==> src/rtl/alu_share_arbiter_if.sv <==
// Request/response bundle between NUM_REQ requesters and alu_share_arbiter.
// master = requester side, slave = arbiter side.
interface alu_share_arbiter_if #(
  parameter int unsigned NUM_REQ = 2,
  parameter int unsigned WIDTH   = 8
);
  logic [NUM_REQ-1:0]       req_valid;
  logic [NUM_REQ-1:0]       req_ready;
  logic [NUM_REQ*WIDTH-1:0] req_a;
  logic [NUM_REQ*WIDTH-1:0] req_b;
  logic [NUM_REQ*4-1:0]     req_op;
  logic [NUM_REQ-1:0]       rsp_valid;
  logic [NUM_REQ-1:0]       rsp_ready;
  logic [WIDTH-1:0]         rsp_data;
  logic                     rsp_carry;
  logic                     rsp_zero;
  logic                     rsp_err;

  modport master (
    output req_valid, req_a, req_b, req_op, rsp_ready,
    input  req_ready, rsp_valid, rsp_data, rsp_carry, rsp_zero, rsp_err
  );

  modport slave (
    input  req_valid, req_a, req_b, req_op, rsp_ready,
    output req_ready, rsp_valid, rsp_data, rsp_carry, rsp_zero, rsp_err
  );
endinterface

==> src/rtl/alu_share_arbiter.sv <==
// Round-robin sequencer sharing one combinational ALU among NUM_REQ requesters (IDLE->EXEC->RESP).
// Define ALU_ARB_OPCHECK_EN to reject illegal opcodes (alu_sel held 0, rsp_err=1).
module alu_share_arbiter #(
  parameter int unsigned NUM_REQ = 2,
  parameter int unsigned WIDTH   = 8
) (
  input  logic               clk,
  input  logic               reset,
  alu_share_arbiter_if.slave bus,
  output logic [WIDTH-1:0]   alu_a,
  output logic [WIDTH-1:0]   alu_b,
  output logic [3:0]         alu_sel,
  input  logic [WIDTH-1:0]   alu_out,
  input  logic               alu_carry,
  input  logic               alu_zero
);
  localparam int unsigned PTR_W  = (NUM_REQ > 1) ? $clog2(NUM_REQ) : 1;
  localparam int unsigned SCAN_W = PTR_W + 1;
  localparam int unsigned OP_W   = 4;
  localparam logic [PTR_W-1:0] LAST = PTR_W'(NUM_REQ - 1);

  typedef enum logic [1:0] {IDLE = 2'd0, EXEC = 2'd1, RESP = 2'd2} state_e;

  state_e            state_q, state_d;
  logic [PTR_W-1:0]  ptr_q, ptr_d;
  logic [PTR_W-1:0]  gnt_q, gnt_d;
  logic [WIDTH-1:0]  a_q, a_d, b_q, b_d;
  logic [OP_W-1:0]   op_q, op_d;
  logic [WIDTH-1:0]  data_q, data_d;
  logic              carry_q, carry_d, zero_q, zero_d, err_q, err_d;
  logic [PTR_W-1:0]  pick;
  logic [SCAN_W-1:0] scan;
  logic              found;
  logic              op_ok;
  logic [WIDTH-1:0]  a_arr  [NUM_REQ];
  logic [WIDTH-1:0]  b_arr  [NUM_REQ];
  logic [OP_W-1:0]   op_arr [NUM_REQ];

  always_comb begin
    for (int unsigned i = 0; i < NUM_REQ; i++) begin
      a_arr[i]  = bus.req_a[i*WIDTH +: WIDTH];
      b_arr[i]  = bus.req_b[i*WIDTH +: WIDTH];
      op_arr[i] = bus.req_op[i*OP_W +: OP_W];
    end
  end

  // First valid requester at or above the pointer, wrapping.
  always_comb begin
    found = 1'b0;
    pick  = '0;
    scan  = '0;
    for (int unsigned k = 0; k < NUM_REQ; k++) begin
      scan = {1'b0, ptr_q} + SCAN_W'(k);
      if (scan >= SCAN_W'(NUM_REQ)) scan = scan - SCAN_W'(NUM_REQ);
      if (!found && bus.req_valid[scan[PTR_W-1:0]]) begin
        found = 1'b1;
        pick  = scan[PTR_W-1:0];
      end
    end
  end

`ifdef ALU_ARB_OPCHECK_EN
  always_comb begin
    case (op_q)
      4'h1, 4'h2, 4'h3, 4'h6, 4'h8, 4'hB, 4'hC: op_ok = 1'b1;
      default:                                  op_ok = 1'b0;
    endcase
  end
`else
  assign op_ok = 1'b1;
`endif

  always_ff @(posedge clk) begin
    if (reset) state_q <= IDLE;
    else       state_q <= state_d;
  end

  always_comb begin
    state_d = state_q;
    case (state_q)
      IDLE:    if (found) state_d = EXEC;
      EXEC:    state_d = RESP;
      RESP:    if (bus.rsp_ready[gnt_q]) state_d = IDLE;
      default: state_d = IDLE;
    endcase
  end

  // ALU is driven only in EXEC so it sits at select 0 otherwise.
  always_comb begin
    bus.req_ready = '0;
    bus.rsp_valid = '0;
    alu_a         = '0;
    alu_b         = '0;
    alu_sel       = '0;
    case (state_q)
      IDLE: if (found) bus.req_ready[pick] = 1'b1;
      EXEC: begin
        alu_a   = a_q;
        alu_b   = b_q;
        alu_sel = op_ok ? op_q : '0;
      end
      RESP:    bus.rsp_valid[gnt_q] = 1'b1;
      default: ;
    endcase
  end

  always_comb begin
    ptr_d   = ptr_q;
    gnt_d   = gnt_q;
    a_d     = a_q;
    b_d     = b_q;
    op_d    = op_q;
    data_d  = data_q;
    carry_d = carry_q;
    zero_d  = zero_q;
    err_d   = err_q;
    case (state_q)
      IDLE: if (found) begin
        gnt_d = pick;
        a_d   = a_arr[pick];
        b_d   = b_arr[pick];
        op_d  = op_arr[pick];
      end
      EXEC: if (op_ok) begin
        data_d  = alu_out;
        carry_d = alu_carry;
        zero_d  = alu_zero;
        err_d   = 1'b0;
      end else begin
        data_d  = '0;
        carry_d = 1'b0;
        zero_d  = 1'b1;
        err_d   = 1'b1;
      end
      RESP: if (bus.rsp_ready[gnt_q]) ptr_d = (gnt_q == LAST) ? '0 : gnt_q + PTR_W'(1);
      default: ;
    endcase
  end

  always_ff @(posedge clk) begin
    if (reset) begin
      ptr_q   <= '0;
      gnt_q   <= '0;
      a_q     <= '0;
      b_q     <= '0;
      op_q    <= '0;
      data_q  <= '0;
      carry_q <= 1'b0;
      zero_q  <= 1'b0;
      err_q   <= 1'b0;
    end else begin
      ptr_q   <= ptr_d;
      gnt_q   <= gnt_d;
      a_q     <= a_d;
      b_q     <= b_d;
      op_q    <= op_d;
      data_q  <= data_d;
      carry_q <= carry_d;
      zero_q  <= zero_d;
      err_q   <= err_d;
    end
  end

  assign bus.rsp_data  = data_q;
  assign bus.rsp_carry = carry_q;
  assign bus.rsp_zero  = zero_q;
  assign bus.rsp_err   = err_q;
endmodule

==> src/flat_wrapper.sv <==
// flat-port wrapper written by rule: the top's interface ports become plain ports
module alu_share_arbiter_flat 
#(
  parameter int unsigned NUM_REQ = 2,
  parameter int unsigned WIDTH   = 8
)
  (clk, reset, alu_a, alu_b, alu_sel, alu_out, alu_carry, alu_zero, bus_req_valid, bus_req_a, bus_req_b, bus_req_op, bus_rsp_ready, bus_req_ready, bus_rsp_valid, bus_rsp_data, bus_rsp_carry, bus_rsp_zero, bus_rsp_err);
  alu_share_arbiter_if #(.NUM_REQ(NUM_REQ), .WIDTH(WIDTH)) bus_i ();
  input  logic clk;
  input  logic reset;
  output logic [WIDTH-1:0] alu_a;
  output logic [WIDTH-1:0] alu_b;
  output logic [3:0] alu_sel;
  input  logic [WIDTH-1:0] alu_out;
  input  logic alu_carry;
  input  logic alu_zero;
  input wire logic [$bits(bus_i.req_valid)-1:0] bus_req_valid;
  input wire logic [$bits(bus_i.req_a)-1:0] bus_req_a;
  input wire logic [$bits(bus_i.req_b)-1:0] bus_req_b;
  input wire logic [$bits(bus_i.req_op)-1:0] bus_req_op;
  input wire logic [$bits(bus_i.rsp_ready)-1:0] bus_rsp_ready;
  output wire logic [$bits(bus_i.req_ready)-1:0] bus_req_ready;
  output wire logic [$bits(bus_i.rsp_valid)-1:0] bus_rsp_valid;
  output wire logic [$bits(bus_i.rsp_data)-1:0] bus_rsp_data;
  output wire logic [$bits(bus_i.rsp_carry)-1:0] bus_rsp_carry;
  output wire logic [$bits(bus_i.rsp_zero)-1:0] bus_rsp_zero;
  output wire logic [$bits(bus_i.rsp_err)-1:0] bus_rsp_err;
  assign bus_i.req_valid = bus_req_valid;
  assign bus_i.req_a = bus_req_a;
  assign bus_i.req_b = bus_req_b;
  assign bus_i.req_op = bus_req_op;
  assign bus_i.rsp_ready = bus_rsp_ready;
  assign bus_req_ready = bus_i.req_ready;
  assign bus_rsp_valid = bus_i.rsp_valid;
  assign bus_rsp_data = bus_i.rsp_data;
  assign bus_rsp_carry = bus_i.rsp_carry;
  assign bus_rsp_zero = bus_i.rsp_zero;
  assign bus_rsp_err = bus_i.rsp_err;
  alu_share_arbiter #(.NUM_REQ(NUM_REQ), .WIDTH(WIDTH)) u_core (.clk(clk), .reset(reset), .bus(bus_i), .alu_a(alu_a), .alu_b(alu_b), .alu_sel(alu_sel), .alu_out(alu_out), .alu_carry(alu_carry), .alu_zero(alu_zero));
endmodule
==> config.mk <==
export PLATFORM = sky130hd
export DESIGN_NAME = alu_share_arbiter_flat
export DESIGN_NICKNAME = d
export VERILOG_FILES = /design/src/rtl/alu_share_arbiter_if.sv /design/src/rtl/alu_share_arbiter.sv /design/src/flat_wrapper.sv
export SDC_FILE = /design/constraint.sdc
export NUM_CORES = 1
export LEC_CHECK = 0
export BUFFER_PORTS_ARGS = -buffer_cell sky130_fd_sc_hd__buf_4
export CAP_MARGIN = 25
export CORE_MARGIN = 4
export CORE_UTILIZATION = 40
export CTS_BUF_LIST = sky130_fd_sc_hd__clkbuf_4 sky130_fd_sc_hd__clkbuf_8
export CTS_CLUSTER_SIZE = 20
export DETAILED_ROUTE_END_ITERATION = 7
export GPL_ROUTABILITY_DRIVEN = 0
export PLACE_DENSITY_LB_ADDON = 0.15
export SLEW_MARGIN = 0
export SYNTH_ARGS = -nofsm -noshare
export SYNTH_HDL_FRONTEND = slang
export SYNTH_SLANG_ARGS = --single-unit
==> constraint.sdc <==
create_clock -name clk -period 1.8 [get_ports clk]
set_input_delay 0.45 -clock clk [delete_from_list [all_inputs] [get_ports clk]]
set_output_delay 0.45 -clock clk [all_outputs]
set_load 0.02 [all_outputs]
# After elaboration in Yosys (flattened, before gate mapping)
# Cells that the tools add are included.
[totals] regBits=34 input_bits=56 out_inout_bits=35 elab_cells=70
[classes] n_addsub=4 n_lt_le_gt_ge=9 eq_ne=4 mux=35 n_bitwise=1 reduce_logical=8
[ops] op="$mux W8" count=8
[ops] op="$mux W4" count=4
[ops] op="$mux W1" count=15
[ops] op="$mux W2" count=5
[ops] op="$lt A1 B2 Y1 const B" count=4
[ops] op="$pmux W2 S3" count=1
[ops] op="$reduce_and A2 Y1" count=3
[ops] op="$ge A2 B2 Y1 const B" count=2
[ops] op="$ne A2 B1 Y1 const B" count=2
[ops] op="$logic_and A1 B1 Y1" count=3
[ops] op="$add A1 B1 Y2 const B" count=1
[ops] op="$demux W1 S1" count=2
[ops] op="$eq A2 B1 Y1 const B" count=1
[ops] op="$eq A2 B2 Y1 const B" count=1
[ops] op="$ge A1 B1 Y1 const B" count=2
[ops] op="$ge A1 B2 Y1 const B" count=1
[ops] op="$logic_not A2 Y1" count=1
[ops] op="$not A1 Y2" count=1
[ops] op="$sub A1 B1 Y1 const B" count=2
[ops] op="$add A1 B1 Y1 const B" count=1
[ops] op="$logic_not A1 Y1" count=1

# Logic depth before layout (Yosys ltp)
# Gate-level depths: netlist of the first run.
[logic_depth] word_depth=14 depth_mapped=5 mapped_depth_nobuf=3

# Worst setup path after synthesis of the first run
# OpenSTA, ideal clock, no wires.
[synth_timing] path_kind="in2out" start="input port bus_req_valid[1]" end="output port bus_req_ready[0]" arrival_time_ps=1286 required_ps=1350 setup_slack_ps=64 cell_stages=5 n_path_buf=2 cell_sequence="buf_2 > or2_2 > buf_6 > nand2_1 > a21oi_1"
[synth_via] elab_chain_len=12 word_cells_on_any_way=17 cone_classes="2 x order compare; 12 x mux; 3 x reduce/logical"
[synth_lines] element="start: declaration" line_no="flat_wrapper.sv:17" rtl="input wire logic [$bits(bus_i.req_valid)-1:0] bus_req_valid;"
[synth_lines] element="$mux W1 (not written as such) (2 in a row)" line_no="alu_share_arbiter.sv:55" rtl="if (!found && bus.req_valid[scan[PTR_W-1:0]]) begin"
[synth_lines] element="$mux W1" line_no="alu_share_arbiter.sv:55"
[synth_lines] element="$logic_not A1 Y1" line_no="alu_share_arbiter.sv:55"
[synth_lines] element="$logic_and A1 B1 Y1" line_no="alu_share_arbiter.sv:55"
[synth_lines] element="$mux W1" line_no="alu_share_arbiter.sv:55"
[synth_lines] element="$lt A1 B2 Y1 (not written as such) or $ge A1 B1 Y1 (tied branches)" line_no="alu_share_arbiter.sv:96" rtl="IDLE: if (found) bus.req_ready[pick] = 1'b1;"
[synth_lines] element="$logic_and A1 B1 Y1 (not written as such)" line_no="alu_share_arbiter.sv:96"
[synth_lines] element="$mux W1 (not written as such)" line_no="alu_share_arbiter.sv:96"
[synth_lines] element="$demux W1 S1"
[synth_lines] element="$mux W2 *" line_no="alu_share_arbiter.sv:96"
[synth_lines] element="$mux W2 *" line_no="alu_share_arbiter.sv:95" rtl="case (state_q)"
[synth_lines] element="end: declaration" line_no="flat_wrapper.sv:22" rtl="output wire logic [$bits(bus_i.req_ready)-1:0] bus_req_ready;"
# Every way passes the cells marked *; elsewhere a longest branch is shown, timed or not. The select of a mux whose other input is x is not followed.

# Worst setup path after layout of the first run
[layout_timing] start="register u_core.state_q[1]" end="output port alu_a[5]"
[layout_via] elab_chain_len=2
[layout_lines] element="start: declaration" line_no="alu_share_arbiter.sv:24" rtl="state_e state_q, state_d;"
[layout_lines] element="start signal: assignment" line_no="alu_share_arbiter.sv:75" rtl="else state_q <= state_d;"
[layout_lines] element="$eq A2 B1 Y1" line_no="alu_share_arbiter.sv:95"
[layout_lines] element="$mux W8" line_no="alu_share_arbiter.sv:95"
[layout_lines] element="end: declaration" line_no="flat_wrapper.sv:11" rtl="output logic [WIDTH-1:0] alu_a;"
# No other way between the ends.

==> impl_metrics.csv, run 1 <==
group,metric,value,unit
route,ant_nets,0,
route,drt_iter0_markers,138,
synthesis,yosys_warnings,0,
cts,insertion_delay,0.27,ns
floorplanning,dieArea,5440,um2
power,intPower,1550,uW
placed_design,hpwl,3740,um
synthesis,ys_types,29,
synthesis,yosys-top-cells-area,"dfxtp_1, a21oi_1, a311oi_1, and2_1, o21ai_0",
sta,fmax,552,MHz
synthesis,synthSimpleGateAreaFrac,25.2,%
sta,fin_ws,-0.0122,ns
setup_path,cp_max_fo,7,
setup_path,slowest_stage,"dfxtp_4",
sta,period_share,101,%
route,drcViolationCount,0,
synthesis,synth_compound_area_share,26.6,%
power,power_switching,628,uW
route,first_pass_iters,4,
layout,final_cells,357,
synthesis,synth_mux_area_share,0.579,%
synthesis,yosysTopAreaCellShare,39.4,%
power,leakage,0.00119,uW
cts,htreeDepth,2,
cts,cts-root-buf,"clkbuf_8",
grt,grt_max_degree,35,
sta,setup_viol,7,
grt,grt_pass1_wl,8130,um
layout,final_common_cell,"buf_4",
route,vias,1869,
power,ir_drop,436,uV
floorplanning,start_util,42.3,%
cts,numCtsBuffers,5,
layout,insertedDiodeCount,0,
sta,final_hold_viol_count,0,
layout,drive_gt1_share,45.3,%
setup_path,cp.arrival,1.36,ns
layout,layout.nets,362,
synthesis,synthXorXnorAreaFrac,0,%
sta,finClkSkew,0.00411,ns
synthesis,synth_top_family_by_area,"compound AO/OA/AOI/OAI gates",
layout,final_cell_mix,"buf_4, dfxtp_1, a21oi_1, nand2_1, o21ai_0",
floorplanning,core,4090,um2
synthesis,synth_area,1730,um2
setup_path,max_stage_delay,0.36,ns
hold_path,hp-class,"in2reg",
status,status,"complete, but fails checks",
cts,cts_tree,"done",
setup_path,critPathRequiredTime,1.35,ns
power,seq_power_share,40.5,%
synthesis,synth_top_flop_cell,"dfxtp_1",
power,combPwrFrac,29.8,%
layout,fin_util,66.5,%
sta,rsz0062_at_grt,"true",
synthesis,synth_edf_count,0,
sta,min_period,1.81,ns
layout,syn_to_final_growth,57.1,%
grt,antenna_found_initial,0,
floorplanning,rows,23,
grt,grtUsageTotal,18.8,%
placed_design,post-place-cells,346,
synthesis,synth-seq-cells,34,
cts,clock_path_buffers,2,
synthesis,synth-async-reset-ratio,0,%
sta,setup_tns,-0.0295,ns
power,switching_share,28.9,%
synthesis,synthCells,215,
placed_design,portBuffers,89,
grt,grt_remaining_overflow,0,
setup_path,timing_worst_setup_path_type,"reg2out",
setup_path,end_kind,"output port",
cts,cts_hold_buffers,0,
power,clkPwrFrac,29.7,%
synthesis,ys_seq_area_share,39.4,%
sta,drv_slew,0,
route,wl_per_cell,14.6,um
setup_path,critPathLaunchType,"flop",
cts,path_clk_slew,0.07,ns
route,vias_per_cell,5.24,
synthesis,synthAdderAreaFrac,0,%
job,drv_cap,0,
route,routed_wirelength,5230,um
synthesis,synth_area_leader_cell,"dfxtp_1",
floorplanning,fp.dieH,73.8,um
power,power_density,800,nW/um2
grt,grt_pass1_vias,1765,
synthesis,synth.net_count,271,
cts,numClockSinks,34,
status,violations,"setup timing",
setup_path,cp_cell_sequence,"and2b_4 > clkbuf_16 > and2_4 > buf_6",
floorplanning,ios,91,
floorplanning,dieWidth,73.8,um
synthesis,synth.avg_cell_area,8.04,um2
layout,n_fill_cell,403,
[power groups by stage]
stage | clock (uW) | sequential (uW) | combinational (uW)
after CTS | 666 | 877 | 615
final | 646 | 881 | 647
after floorplan | 0 | 903 | 334
after global routing | 689 | 889 | 709
after global placement | 0 | 892 | 588
after detailed placement | 0 | 893 | 596
[routing by layer]
metal	vias up	routed length, um	track usage, %
met5	-	0	0
li1	956	-	-
met2	70	2470	29.7
met3	4	451	4.24
met4	0	34	5.43
met1	839	2270	25.6
[logic make-up (layout without fill, tap and decap cells)]
kind of cell,count (synthesis),after routing
and+or+nand+nor,78,78
buffers and inverters,25,117
AOI/OAI and AO/OA,76,76
muxes,1,1
other,1,1
DFF,34,34
[state kept, by name, summed over array words and instances (netlist names)]
name and count:
u_core.state_q 2, u_core.b_q 8, u_core.ptr_q 1, u_core.op_q 4
u_core.bus.rsp_data 8, u_core.gnt_q 1, u_core.a_q 8, u_core.bus.rsp_carry 1
u_core.bus.rsp_zero 1
[worst max-delay path, delay by kind of cell, from the launching register on]
| kind | cells | cell delay [ns] |
|---|---|---|
| buf+inv | 2 | 0.28 |
| flops | 1 | 0.36 |
| simple gates | 2 | 0.46 |
[synth_stat cells (all sizes together) (2+ instances only)]
| library cell | instances |
|---|---|
| nand4 | 2 |
| nand3 | 19 |
| and2 | 20 |
| o2111ai | 2 |
| and2b | 2 |
| or2 | 2 |
| clkbuf | 6 |
| buf | 17 |
| nand3b | 2 |
| a31oi | 2 |
| nor2 | 4 |
| dfxtp | 34 |
| and3b | 2 |
| a311oi | 18 |
| inv | 2 |
| nand2b | 2 |
| a21oi | 32 |
| o21ai | 21 |
| nand2 | 22 |
[repair_timing]
action | in CTS | in global routing
cloned | 0 | 1
resized for setup | 21 | 17
pin swaps | 0 | 15
setup buffers | 1 | 1
setup endpoints to repair | 16 | 18
[path summary, 6_finish.rpt]
path                            slack [ns]              startpoint  cells past startpoint                     end
worst max-delay path                 -0.01       u_core.state_q[1]                      4                alu_a[5]
worst min-delay path                  0.42                alu_zero                      3     u_core.bus.rsp_zero
worst max register to register        0.34       u_core.state_q[1]                      4           u_core.a_q[1]
worst min register to register        0.46  u_core.bus.rsp_data[4]                      2  u_core.bus.rsp_data[4]
[stage by stage]
stage	instance area (um2)	setup slack (ns)	hold slack, ns	power (uW)
finish	2720	-0.0122	0.418	2170
global route	2720	-0.0581	0.424	2290
CTS	2640	-0.0309	0.415	2160
detailed placement	2450	0.157	0.448	1490
global placement	2450	0.162	0.443	1480
floorplan	1730	0.0640	0.453	1240
[cell type report]
type | count | area (um2) | share of cell area, %
Multi-Input combinational cell | 156 | 953 | 35.1
Timing Repair Buffer | 107 | 897 | 33.0
Inverter | 2 | 7.51 | 0.276
Clock buffer | 8 | 110 | 4.05
Tap cell | 50 | 62.6 | 2.30
Sequential cell | 34 | 686 | 25.2
Power figures use the tool's default switching activity.
==> inputs of run 2 (changes only) <==
--- a/config.mk
+++ b/config.mk
@@ -6,13 +6,14 @@
 export NUM_CORES = 1
 export LEC_CHECK = 0
 export BUFFER_PORTS_ARGS = -buffer_cell sky130_fd_sc_hd__buf_4
-export CAP_MARGIN = 25
+export CAP_MARGIN = 20
 export CORE_MARGIN = 4
-export CORE_UTILIZATION = 40
+export CORE_UTILIZATION = 45
 export CTS_BUF_LIST = sky130_fd_sc_hd__clkbuf_4 sky130_fd_sc_hd__clkbuf_8
 export CTS_CLUSTER_SIZE = 20
 export DETAILED_ROUTE_END_ITERATION = 7
 export GPL_ROUTABILITY_DRIVEN = 0
+export MAX_ROUTING_LAYER = met4
 export PLACE_DENSITY_LB_ADDON = 0.15
 export SLEW_MARGIN = 0
 export SYNTH_ARGS = -nofsm -noshare
==> run 2 against run 1 <==
The flow now finishes without violations. Power down 8.1%. Count of clock-buffer cells in the layout down 3. Die area down 9.9%. Worst hold slack worse by 0.0055 ns. Combinational power down 6.6%. Via count up 0.64%. Setup slack better by 0.094 ns. Global-route usage up 2.2 points. Cell count down 1.1%. Register-to-register slack worse by 0.02 ns. Non-clock buffer count down 1. Sequential power down 0.6%. Critical path type unchanged. Largest cell class unchanged.
==> impl_metrics.csv, run 2 (synthesis results as in run 1) <==
group,metric,value,unit
status,status,"finished, final reports clean",
layout,drive_gt1_share,39.0,%
layout,syn_to_final_growth,47.0,%
hold_path,hp-class,"in2reg",
setup_path,path_delay_family,"simple AND/OR/NAND/NOR gates",
grt,antenna_found_initial,0,
grt,grt_pass1_vias,1855,
cts,path_clk_slew,0.07,ns
grt,use_met3,4.46,%
grt,gr-usage-met1,25.9,%
grt,use_met2,33.8,%
sta,holdWs,0.412,ns
sta,final_hold_viol_count,0,
sta,period_share,95.5,%
setup_path,r2r_slack,0.32,ns
sta,tightest_slew,0.598,ns
grt,busiest_layer,"met2",
hold_path,hold_depth,3,
sta,setup_tns,0,ns
hold_path,whs_endpoint,"u_core.bus.rsp_data[4]",
setup_path,cp.arrival,1.27,ns
cts,htreeDepth,2,
cts,numClockSinks,34,
layout,insertedDiodeCount,0,
job,drv_cap,0,
setup_path,crit_start,"u_core.state_q[1]",
power,ir_drop,534,uV
route,drt_iter0_markers,131,
sta,min_period,1.72,ns
sta,fmax,582,MHz
floorplanning,ios,91,
setup_path,critPathLaunchType,"flop",
setup_path,critPathRequiredTime,1.35,ns
route,vias_per_cell,5.33,
cts,insertion_delay,0.28,ns
setup_path,end_kind,"output port",
setup_path,worstReg2RegEnd,"u_core.a_q[3]",
route,vias,1881,
power,leakage,0.00113,uW
cts,cts-root-buf,"clkbuf_8",
route,wl_per_cell,14.3,um
power,power_density,786,nW/um2
setup_path,max_stage_delay,0.31,ns
cts,clock_path_buffers,2,
hold_path,min_from,"alu_out[4]",
floorplanning,start_util,46.9,%
cts,cts_tree,"done",
cts,numCtsBuffers,5,
grt,grt_remaining_overflow,0,
setup_path,r2r_cells,3,
layout,final_common_cell,"buf_4",
setup_path,timing.rr.start,"u_core.ptr_q",
setup_path,slowest_stage,"dfxtp_1",
floorplanning,dieArea,4900,um2
sta,setup_viol,0,
grt,grt_max_degree,35,
placed_design,hpwl,3630,um
cts,cts_hold_buffers,0,
sta,drv_slew,0,
setup_path,cp_max_fo,11,
layout,final_cell_mix,"buf_4, dfxtp_1, a21oi_1, nand2_1, o21ai_0",
route,drcViolationCount,0,
route,ant_nets,0,
floorplanning,fp.dieH,70.0,um
grt,grtUsageTotal,21.0,%
setup_path,timing_worst_setup_path_type,"reg2out",
floorplanning,core,3690,um2
layout,layout.nets,361,
setup_path,cp_cell_sequence,"and2b_4 > buf_6 > and2_1 > buf_4",
sta,relSlewSlack,60.1,%
route,first_pass_iters,4,
setup_path,path_buf_inv,2,
grt,grt_pass1_wl,8250,um
sta,finClkSkew,0.00522,ns
route,routed_wirelength,5060,um
floorplanning,rows,22,
floorplanning,dieWidth,70.0,um
placed_design,portBuffers,89,
-- run 2: cell count changes in the layout (fill, tap and decap cells not counted), moves of 2 or more --
cell,before,now
buf_4,88,104
buf_6,17,2
clkbuf_8,8,5
clkinv_2,0,2
and2_1,5,20
and2_4,15,0
dfxtp_1,32,34
-- run 2: report_power, final --
group | switching (uW) | internal (uW) | total [uW]
Sequential | 41.9 | 834 | 876
Clock | 259 | 259 | 519
Combinational | 314 | 290 | 604
Total | 616 | 1380 | 2000
-- run 2: worst register-to-register path, cell delays in order (launching register included) --
cell	delay, ns
dfxtp_1	0.34
and2b_1	0.58
o21ai_0	0.19
a311oi_1	0.28
-- run 2: area by class of cell --
type	count	area, um2
Fill cell	329	1150
Multi-Input combinational cell	156	912
Clock inverter	2	10.0
Timing Repair Buffer	106	803
Tap cell	48	60.1
Inverter	2	7.51
Sequential cell	34	681
Clock buffer	5	68.8
-- run 2: how the worst max path moves through the flow --
stage / cells after the start / end
after floorplan: 5 / bus_req_ready[0]
after global routing: 5 / bus_req_ready[0]
after global placement: 4 / u_core.a_q[3]
after detailed placement: 4 / u_core.a_q[3]
after CTS: 4 / alu_b[3]
final: 4 / alu_b[2]
-- run 2: layer usage --
layer	vias up	wire length, um
li1	948	-
met5	-	0
met2	78	2410
met4	0	80
met1	847	2180
met3	8	386
-- run 2: stage by stage --
step	total power, uW	utilization, %	cells	cell area (um2)	setup slack [ns]
3_5_place_dp	1470	65.5	341	2420	0.156
3_3_place_gp	1460	65.5	341	2420	0.188
2_1_floorplan	1240	-	215	1730	0.0640
4_1_cts	1990	68.1	350	2510	-0.0102
5_1_grt	2100	68.9	353	2540	-0.0146
6_report	2000	68.9	353	2540	0.0818
-- run 2: what timing repair did --
| action | CTS | global route |
|---|---|---|
| endpoints found under the setup margin | 22 | 21 |
| buffers inserted | 2 | 3 |
| gates resized for setup | 2 | 2 |
| cloned | 0 | 0 |
| pin swaps | 1 | 1 |
==> inputs of run 3 (changes only) <==
--- a/config.mk
+++ b/config.mk
@@ -14,7 +14,7 @@
 export DETAILED_ROUTE_END_ITERATION = 7
 export GPL_ROUTABILITY_DRIVEN = 0
 export MAX_ROUTING_LAYER = met4
-export PLACE_DENSITY_LB_ADDON = 0.15
+export PLACE_DENSITY_LB_ADDON = 0.25
 export SLEW_MARGIN = 0
 export SYNTH_ARGS = -nofsm -noshare
 export SYNTH_HDL_FRONTEND = slang
==> run 3 against run 2 <==
Sequential power barely moved. Sequential cell count did not move. Largest power group unchanged. Clock skew rose by 0.0010 ns. Highest routed layer unchanged. Register-to-register slack got worse by 0.11 ns. Design area rose by 3.9%. Combinational power rose by 4.5%. Power rose by 11%. Die area did not move. Setup slack got worse by 0.031 ns. Non-clock buffer count rose by 6.
==> impl_metrics.csv, run 3 (synthesis results as in run 1) <==
group,metric,value,unit
power,switching_share,29.6,%
layout,syn_to_final_growth,52.7,%
grt,grt_pass1_vias,1801,
layout,final_common_cell,"buf_4",
floorplanning,dieArea,4900,um2
setup_path,timing.rr.start,"u_core.state_q[1]",
setup_path,cp.arrival,1.30,ns
setup_path,end_kind,"output port",
floorplanning,dieWidth,70.0,um
floorplanning,ios,91,
sta,min_period,1.75,ns
power,power_density,837,nW/um2
placed_design,portBuffers,89,
route,wl_per_cell,14.2,um
grt,grtUsageTotal,21.4,%
hold_path,whs_endpoint,"u_core.bus.rsp_data[2]",
cts,htreeDepth,2,
layout,final_area,2640,um2
power,power_switching,653,uW
status,status,"finished, final reports clean",
placed_design,placed_area,2440,um2
power,ir_drop,362,uV
grt,grt_max_degree,35,
route,first_pass_iters,4,
hold_path,hp-class,"in2reg",
power,seq_power_share,39.6,%
layout,insertedDiodeCount,0,
sta,rsz0062_at_grt,"true",
job,drv_cap,0,
cts,insertion_delay,0.29,ns
sta,final_hold_viol_count,0,
grt,grt_remaining_overflow,0,
setup_path,critPathLaunchType,"flop",
layout,drive_gt1_share,41.7,%
floorplanning,core,3690,um2
placed_design,hpwl,3640,um
setup_path,r2r_cells,5,
cts,path_clk_slew,0.07,ns
sta,fin_ws,0.0511,ns
floorplanning,fp.dieH,70.0,um
placed_design,place_ws,0.160,ns
power,combPwrFrac,28.6,%
power,intPower,1560,uW
floorplanning,rows,22,
cts,cts_hold_buffers,0,
layout,final_cell_mix,"buf_4, dfxtp_1, a21oi_1, nand2_1, o21ai_0",
route,vias_per_cell,5.34,
setup_path,timing_worst_setup_path_type,"reg2out",
sta,setup_viol,0,
cts,cts-root-buf,"clkbuf_8",
layout,layout.nets,367,
route,vias,1923,
power,leakage,0.00117,uW
setup_path,max_stage_delay,0.32,ns
route,routed_wirelength,5120,um
route,drcViolationCount,0,
sta,period_share,97.2,%
cts,clock_path_buffers,2,
grt,antenna_found_initial,0,
hold_path,min_from,"alu_out[2]",
cts,cts_tree,"done",
cts,numCtsBuffers,5,
setup_path,cp_cell_sequence,"and2b_4 > buf_6 > and2_1 > buf_4",
sta,drv_slew,0,
setup_path,worstReg2RegEnd,"u_core.op_q[1]",
hold_path,hold_depth,3,
setup_path,critPathRequiredTime,1.35,ns
sta,finClkSkew,0.00624,ns
floorplanning,start_util,46.9,%
route,drt_iter0_markers,135,
sta,fmax,572,MHz
setup_path,cp_max_fo,7,
setup_path,slowest_stage,"dfxtp_2",
setup_path,r2r_slack,0.21,ns
cts,numClockSinks,34,
route,ant_nets,0,
grt,grt_pass1_wl,8350,um
power,clkPwrFrac,31.8,%
## run 3: changes by cell type in the layout (fill, tap and decap cells not counted), sizes merged
cell	previous run	this run
bufinv	0	1
buf	106	112
clkinvlp	0	2
clkinv	2	0
## run 3: power groups by stage
stage	registers, uW	logic [uW]	clock network, uW
floorplan	903	334	0
global placement	890	583	0
detailed placement	892	588	0
CTS	873	602	716
global route	885	687	739
finish	875	631	703
## run 3: timing repair
| action | 4_1_cts | 5_1_grt |
|---|---|---|
| pin swaps | 0 | 1 |
| buffers inserted | 3 | 5 |
| resized for setup | 4 | 7 |
| setup endpoints to repair | 16 | 18 |
## run 3: worst max path at each step
stage                        to              start  slack [ns]  cells past startpoint
2_1_floorplan  bus_req_ready[0]   bus_req_valid[1]        0.06                      5
3_3_place_gp   bus_req_ready[0]   bus_req_valid[1]        0.17                      5
3_5_place_dp   bus_req_ready[0]   bus_req_valid[0]        0.16                      5
4_1_cts              alu_sel[0]  u_core.state_q[1]       -0.02                      4
5_1_grt              alu_sel[0]  u_core.state_q[1]       -0.01                      4
6_report             alu_sel[0]  u_core.state_q[1]        0.05                      4
## run 3: area by class of cell
cell class,count,area (um2)
fillers,314,1050
multi-input cells,156,918
repair buffers,112,856
flip-flops and latches,34,686
clock buffers,5,68.8
well taps,48,60.1
clock inverters,3,45.0
inverters,2,7.51
## run 3: layer usage
layer	routed length, um	share of wire [%]	GRT usage (%)	up-vias
li1	-	-	-	960
met1	2240	44	26.9	873
met2	2460	48	34.3	83
met3	378	7.4	4.46	7
met4	53	1.0	6.60	0
met5	0	0	-	-
## run 3: critical path, delay by kind of cell (launching register included)
kind / cells / cell delay, ns
flip-flops: 1 / 0.32
AND/OR/NAND/NOR: 2 / 0.42
buffers and inverters: 2 / 0.27
## run 3: metrics by stage
step / total power (uW) / hold WS, ns / TNS, ns / utilization, % / instances
2_1_floorplan: 1240 / 0.453 / 0 / - / 215
3_3_place_gp: 1470 / 0.443 / 0 / 66.1 / 344
3_5_place_dp: 1480 / 0.447 / 0 / 66.1 / 344
4_1_cts: 2190 / 0.398 / -0.167 / 70.0 / 355
5_1_grt: 2310 / 0.410 / -0.0196 / 71.6 / 360
6_report: 2210 / 0.404 / 0 / 71.6 / 360
